`config.mk`:
```
export PLATFORM = sky130hd
export DESIGN_NAME = i2s_top_rx
export DESIGN_NICKNAME = d
export VERILOG_FILES = /design/src/rtl/i2s_top_rx.sv
export SDC_FILE = /design/constraint.sdc
export NUM_CORES = 1
export LEC_CHECK = 0
export ABC_AREA = 0
export CORE_AREA = 2 2 62 64
export CTS_CLUSTER_DIAMETER = 30
export DETAILED_ROUTE_END_ITERATION = 12
export DIE_AREA = 0 0 64 66
export PLACE_DENSITY = 0.65
export SLEW_MARGIN = 0
export SYNTH_ARGS = -nofsm -noshare
export SYNTH_HDL_FRONTEND = slang
export SYNTH_SLANG_ARGS = --single-unit
```
`constraint.sdc`:
```
create_clock -name clk_i -period 1.8 [get_ports clk_i]
set_input_delay 0.36 -clock clk_i [delete_from_list [all_inputs] [get_ports clk_i]]
set_output_delay 0.36 -clock clk_i [all_outputs]
set_load 0.01 [all_outputs]
```
`src/rtl/i2s_top_rx.sv`:
```
// i2s_top_rx -- I2S bus master receiver.
//
// Generates the I2S bit clock and word select, samples one serial bit per
// system clock, and presents each completed channel word on a parallel
// output with a one-cycle write strobe.
//
// Ports:
//   clk_i       in   system clock, all state changes on its rising edge
//   rst_i       in   synchronous active-low reset
//   sdat_i      in   I2S serial data (transmitter changes it on sclk_o fall)
//   sclk_o      out  I2S bit clock: clk_i while out of reset, 0 in reset
//   wsel_o      out  I2S word select (0 = left, 1 = right), registered
//   data_o      out  last completed word, registered
//   lr_chnl_o   out  channel of data_o (0 = left, 1 = right), registered
//   write_o     out  one-cycle strobe marking data_o/lr_chnl_o valid
//   frame_cnt_o out  [15:0] count of right-channel writes, wraps at FFFF
//                    (present only when I2S_RX_FRAME_CNT_EN is defined)
//
// Optional feature macro: I2S_RX_FRAME_CNT_EN
//
// Timing after reset release (edge 1 = first non-reset rising edge):
//   edge 1                 delay-slot sample, discarded
//   edges 2..W+1           left word, MSB first
//   edge  W+2              data_o/lr_chnl_o loaded, write_o=1
//   every W edges after    next word, channels alternating
module i2s_top_rx #(
    parameter int WORD_WIDTH = 16
) (
    input  logic                  clk_i,
    input  logic                  rst_i,
    input  logic                  sdat_i,
    output logic                  sclk_o,
    output logic                  wsel_o,
    output logic [WORD_WIDTH-1:0] data_o,
    output logic                  lr_chnl_o,
    output logic                  write_o
`ifdef I2S_RX_FRAME_CNT_EN
    ,
    output logic [15:0]           frame_cnt_o
`endif
);

    localparam int CW = (WORD_WIDTH > 1) ? $clog2(WORD_WIDTH) : 1;
    localparam logic [CW-1:0] CNT_LAST = CW'(WORD_WIDTH - 1);
    localparam logic [CW-1:0] CNT_LOAD = CW'(1);

    logic [CW-1:0]         cnt_q,     cnt_d;
    logic                  wsel_q,    wsel_d;
    logic [WORD_WIDTH-1:0] shift_q,   shift_d;
    logic [WORD_WIDTH-1:0] data_q,    data_d;
    logic                  lr_chnl_q, lr_chnl_d;
    logic                  write_q,   write_d;
    logic                  armed_q,   armed_d;
    logic                  load;

    // The bit clock is the system clock gated by reset; data is sampled on
    // the same edge the receiver flops see.
    assign sclk_o = rst_i ? clk_i : 1'b0;

    always_comb begin
        cnt_d     = (cnt_q == CNT_LAST) ? '0 : cnt_q + CW'(1);
        wsel_d    = wsel_q ^ (cnt_q == CNT_LAST);
        shift_d   = {shift_q[WORD_WIDTH-2:0], sdat_i};

        // The first cnt==1 edge after reset would only deliver the
        // delay-slot bit; armed_q suppresses that one load.
        armed_d   = armed_q | (cnt_q == CNT_LOAD);
        load      = armed_q && (cnt_q == CNT_LOAD);

        data_d    = data_q;
        lr_chnl_d = lr_chnl_q;
        write_d   = 1'b0;
        if (load) begin
            // By now wsel has already moved on to the other channel, so the
            // finished word belongs to the inverse of the current wsel.
            data_d    = shift_q;
            lr_chnl_d = ~wsel_q;
            write_d   = 1'b1;
        end
    end

    always_ff @(posedge clk_i) begin
        if (!rst_i) begin
            cnt_q     <= '0;
            wsel_q    <= 1'b0;
            shift_q   <= '0;
            data_q    <= '0;
            lr_chnl_q <= 1'b0;
            write_q   <= 1'b0;
            armed_q   <= 1'b0;
        end else begin
            cnt_q     <= cnt_d;
            wsel_q    <= wsel_d;
            shift_q   <= shift_d;
            data_q    <= data_d;
            lr_chnl_q <= lr_chnl_d;
            write_q   <= write_d;
            armed_q   <= armed_d;
        end
    end

    assign wsel_o    = wsel_q;
    assign data_o    = data_q;
    assign lr_chnl_o = lr_chnl_q;
    assign write_o   = write_q;

`ifdef I2S_RX_FRAME_CNT_EN
    logic [15:0] frame_cnt_q, frame_cnt_d;

    // A stereo frame is complete when its right word is written.
    always_comb begin
        frame_cnt_d = frame_cnt_q;
        if (load && !wsel_q) begin
            frame_cnt_d = frame_cnt_q + 16'd1;
        end
    end

    always_ff @(posedge clk_i) begin
        if (!rst_i) begin
            frame_cnt_q <= '0;
        end else begin
            frame_cnt_q <= frame_cnt_d;
        end
    end

    assign frame_cnt_o = frame_cnt_q;
`endif

endmodule

```
# After elaboration in Yosys (flattened, before gate mapping)

Cells that the tools add are included.

Muxes and demuxes: 2
Bitwise gates (word level): 4
Eq/ne operators: 2
Add/sub/neg operators: 1
Reductions and logical operators: 2

Operators with widths:

| operator                                                              | number |
|---|---|
| 4-bit by 1-bit adder with 4-bit output, second input constant         | 1 |
| 4-bit by 1-bit equality test with 1-bit output, second input constant | 1 |
| 4-bit equality test, second input constant                            | 1 |
| 1-bit 2-to-1 mux                                                      | 2 |
| 1-bit inverter                                                        | 2 |
| 2-bit OR reduction                                                    | 1 |
| 1-bit logical AND                                                     | 1 |
| 1-bit OR                                                              | 1 |
| 1-bit bitwise XOR                                                     | 1 |

Register bits: 40
Output and inout bits: 20
Input port bits: 3

# Logic depth before layout (Yosys ltp)

Word-level depth: 3
Depth in mapped cells: 7
Mapped depth without buffers: 5

==> results.json <==
{
  "postCtsHoldBufs": 0,
  "setup.worst_path.start_class": "clock port",
  "num_antenna_cells": 0,
  "critPathMaxStageDelay_ns": 0.15,
  "share_of_synthesized_area_occupied_by_flip_flops_and_latches": 0.577,
  "layout.nets": 168,
  "finalNonFillerCells": 212,
  "detail_route.vias_per_cell": 4.50,
  "num-fill-cells": 339,
  "finalClockSkew_ns": 0.00911,
  "timing_max_transition_violations_final": 0,
  "cp_slowest_cell": "sky130_fd_sc_hd__and2_1",
  "dr_total_vias": 953,
  "synthesis.area_per_instance_sq_um": 10.2,
  "regToRegSetupSlack_ns": 0.43,
  "grt_max_degree": 41,
  "synthTopCellsByArea": "sky130_fd_sc_hd__dfxtp_1 58%, sky130_fd_sc_hd__o21ai_2 9.5%, sky130_fd_sc_hd__and2_1 9.0%, sky130_fd_sc_hd__nand2_1 8.9%, sky130_fd_sc_hd__buf_6 2.4%",
  "crit_fanout": 2,
  "cp_common_cell": "sky130_fd_sc_hd__clkbuf_4",
  "finalWirelength_um": 2140,
  "post-synth-top-area-fraction": 0.577,
  "i_o_pin_total": 23,
  "drtAntennaViolNets": 0,
  "post_route_drc": 0,
  "num_rows": 22,
  "worst_ep_required_time_ns": 1.44,
  "powerDensity_nw_per_um2": 1000,
  "numPortBuffers": 22,
  "placedInstanceArea_sq_um": 1620,
  "finalHoldViolations": 0,
  "grt-ovfl-total": 0,
  "cellLeakagePower_nw": 0.682,
  "dp_worst_setup_slack_ns": -0.0500,
  "place_inst": 201,
  "worstSetupPathType": "clk2out",
  "timing.critical_path.cells": "clkbuf_4 > clkbuf_4 > and2_1 > buf_2",
  "rsz_0062_raised_after_global_routing": "false",
  "antenna_found_initial": 0,
  "pin_slew_with_the_least_headroom_to_its_limit_ns": 0.325,
  "die_y_um": 66,
  "post_synthesis_cell_type_with_the_largest_combined_area": "sky130_fd_sc_hd__dfxtp_1",
  "grt_pass1_wl_um": 3950,
  "setup-violations-final": 0,
  "grt_pass1_vias": 961,
  "track_usage": 0.124,
  "routedWlPerCell_um": 10.1,
  "cts_tree": "yes",
  "layout_commonest_cell": "sky130_fd_sc_hd__dfxtp_1",
  "clk_pin_slew_worst_paths_ns": 0.11,
  "layout_common_cells": "40 x sky130_fd_sc_hd__dfxtp_1, 33 x sky130_fd_sc_hd__nand2_1, 21 x sky130_fd_sc_hd__clkdlybuf4s50_1",
  "detailedRoute.firstPassIterationCount": 3,
  "worst_path_dominant_cell_family": "buffers and inverters",
  "floorplan.initialDensity": 0.391,
  "power.share.switching": 0.204,
  "yosys_warnings": 0,
  "endpoint_kind": "output port",
  "detailedRoute.firstIterationViolations": 54,
  "peak_vdd_ir_mv": 0.546,
  "fin_tns_setup_ns": 0,
  "syn2layout_area_growth_pct": 24.9,
  "setup_slack_ns": 0.0290,
  "worstPathBufferInverterCount": 3,
  "synthesis.nets": 141,
  "finished_cell_area_sq_um": 1730,
  "p_seq_frac": 0.524,
  "netlist_area_sq_um": 1390,
  "fp.dieArea_sq_um": 4220,
  "p_int_mw": 1.38,
  "design.core.area_sq_um": 3550,
  "run_status": "finished, final reports clean",
  "timing.max_cap.violations": 0,
  "share_clk_of_total_power": 0.439,
  "post-dp-hpwl_um": 1420,
  "timing.slew.headroom": 0.783,
  "postSynthCellCount": 136,
  "fraction_of_layout_cells_with_a_size_suffix_above_1": 0.183,
  "p_comb_frac": 0.036,
  "number_of_setup_buffers_added_after_cts": 0,
  "floorplan_die_width_um": 64,
  "netlist-cell-type-count": 21,
  "postSynthRegisterBits": 40,
  "arrival_ns": 1.41,
  "holdCritPathClass": "reg2reg",
  "p_switching_mw": 0.353,
  "clk-insertion-delay-late_ns": 0.45,
  "finalWeightedCongestion": 0.703
}
-- path summary, 6_finish.rpt --
kind,from,end,cells after the start
worst max register to register,cnt_q[0],lr_chnl_o,5
worst min register to register,data_o[11],data_o[11],2
worst min-delay path,data_o[11],data_o[11],2
worst max-delay path,clk_i,sclk_o,4
-- cell families (layout without fill, tap and decap cells) --
family                   count (synthesis)  count (layout)  share of synthesized area
AO/OA/AOI/OAI                           21              21                      0.122
adder cells (fa/ha/maj)                  2               2                     0.0180
AND/OR/NAND/NOR                         61              61                      0.215
buffers and inverters                   10              38                     0.0559
XOR/XNOR                                 2               2                     0.0126
flip-flops                              40              40                      0.577
-- cell type report --
class	count	area, sq um	area share
Multi-Input combinational cell	86	509	0.294
Sequential cell	40	801	0.462
Timing Repair Buffer	24	233	0.134
Clock inverter	1	30.0	0.0173
Clock buffer	11	92.6	0.0534
Inverter	2	7.51	0.00433
Tap cell	48	60.1	0.0347
-- flip-flops by register name, indices dropped and copies added, names as in the netlist --
signal	cells
shift_q	16
cnt_q	4
lr_chnl_o	1
write_o	1
armed_q	1
wsel_o	1
data_o	16
-- through the flow --
step	power (mW)	util	hold slack (ns)
floorplan	0.994	-	0.421
global placement	1.03	0.456	0.435
detailed placement	1.03	0.456	0.442
CTS	1.76	0.488	0.467
global route	1.82	0.488	0.478
finish	1.73	0.488	0.462
-- power groups by stage --
stage	registers, mW	clock network [mW]	logic, mW
finish	0.908	0.761	0.0626
global route	0.911	0.841	0.0725
CTS	0.909	0.791	0.0646
detailed placement	0.929	0.0379	0.0642
global placement	0.927	0.0379	0.0600
floorplan	0.928	0.0158	0.0504
-- repair_timing --
| item | 4_1_cts | 5_1_grt |
|---|---|---|
| endpoints found under the hold margin | 0 | 0 |
| resized for setup | 4 | 0 |
| setup endpoints to repair | 2 | 0 |
-- worst reg2reg max path: cells and delay by family, from the launching register on --
| family | cells | cell delay [ns] |
|---|---|---|
| flops | 1 | 0.42 |
| simple gates | 2 | 0.30 |
| buf+inv | 1 | 0.24 |
| compound gates | 1 | 0.12 |
| fa+ha+maj | 1 | 0.20 |
-- metal layers --
layer	wire [um]	vias to the layer above	global-route usage	part of all wire
met2	977	22	0.202	0.46
li1	-	495	-	-
met3	120	6	0.0426	0.056
met1	974	430	0.130	0.46
met4	64	0	0.101	0.030
met5	0	-	0	0
-- synthesized netlist by cell type --
| cell type | count |
|---|---|
| sky130_fd_sc_hd__o21ai_0 | 2 |
| sky130_fd_sc_hd__inv_1 | 2 |
| sky130_fd_sc_hd__a21oi_1 | 2 |
| sky130_fd_sc_hd__nand4b_1 | 1 |
| sky130_fd_sc_hd__nor2b_1 | 1 |
| sky130_fd_sc_hd__nand3_1 | 2 |
| sky130_fd_sc_hd__ha_1 | 2 |
| sky130_fd_sc_hd__o21ai_2 | 15 |
| sky130_fd_sc_hd__dfxtp_1 | 40 |
| sky130_fd_sc_hd__buf_6 | 3 |
| sky130_fd_sc_hd__and4bb_1 | 1 |
| sky130_fd_sc_hd__nand2_1 | 33 |
| sky130_fd_sc_hd__nor2_1 | 3 |
| sky130_fd_sc_hd__clkbuf_1 | 3 |
| sky130_fd_sc_hd__xnor2_1 | 1 |
| sky130_fd_sc_hd__and2_1 | 20 |
| sky130_fd_sc_hd__a21boi_0 | 1 |
| sky130_fd_sc_hd__o211a_1 | 1 |
| sky130_fd_sc_hd__buf_2 | 1 |
| sky130_fd_sc_hd__buf_12 | 1 |
| sky130_fd_sc_hd__xor2_1 | 1 |
Power figures use the tool's default switching activity.
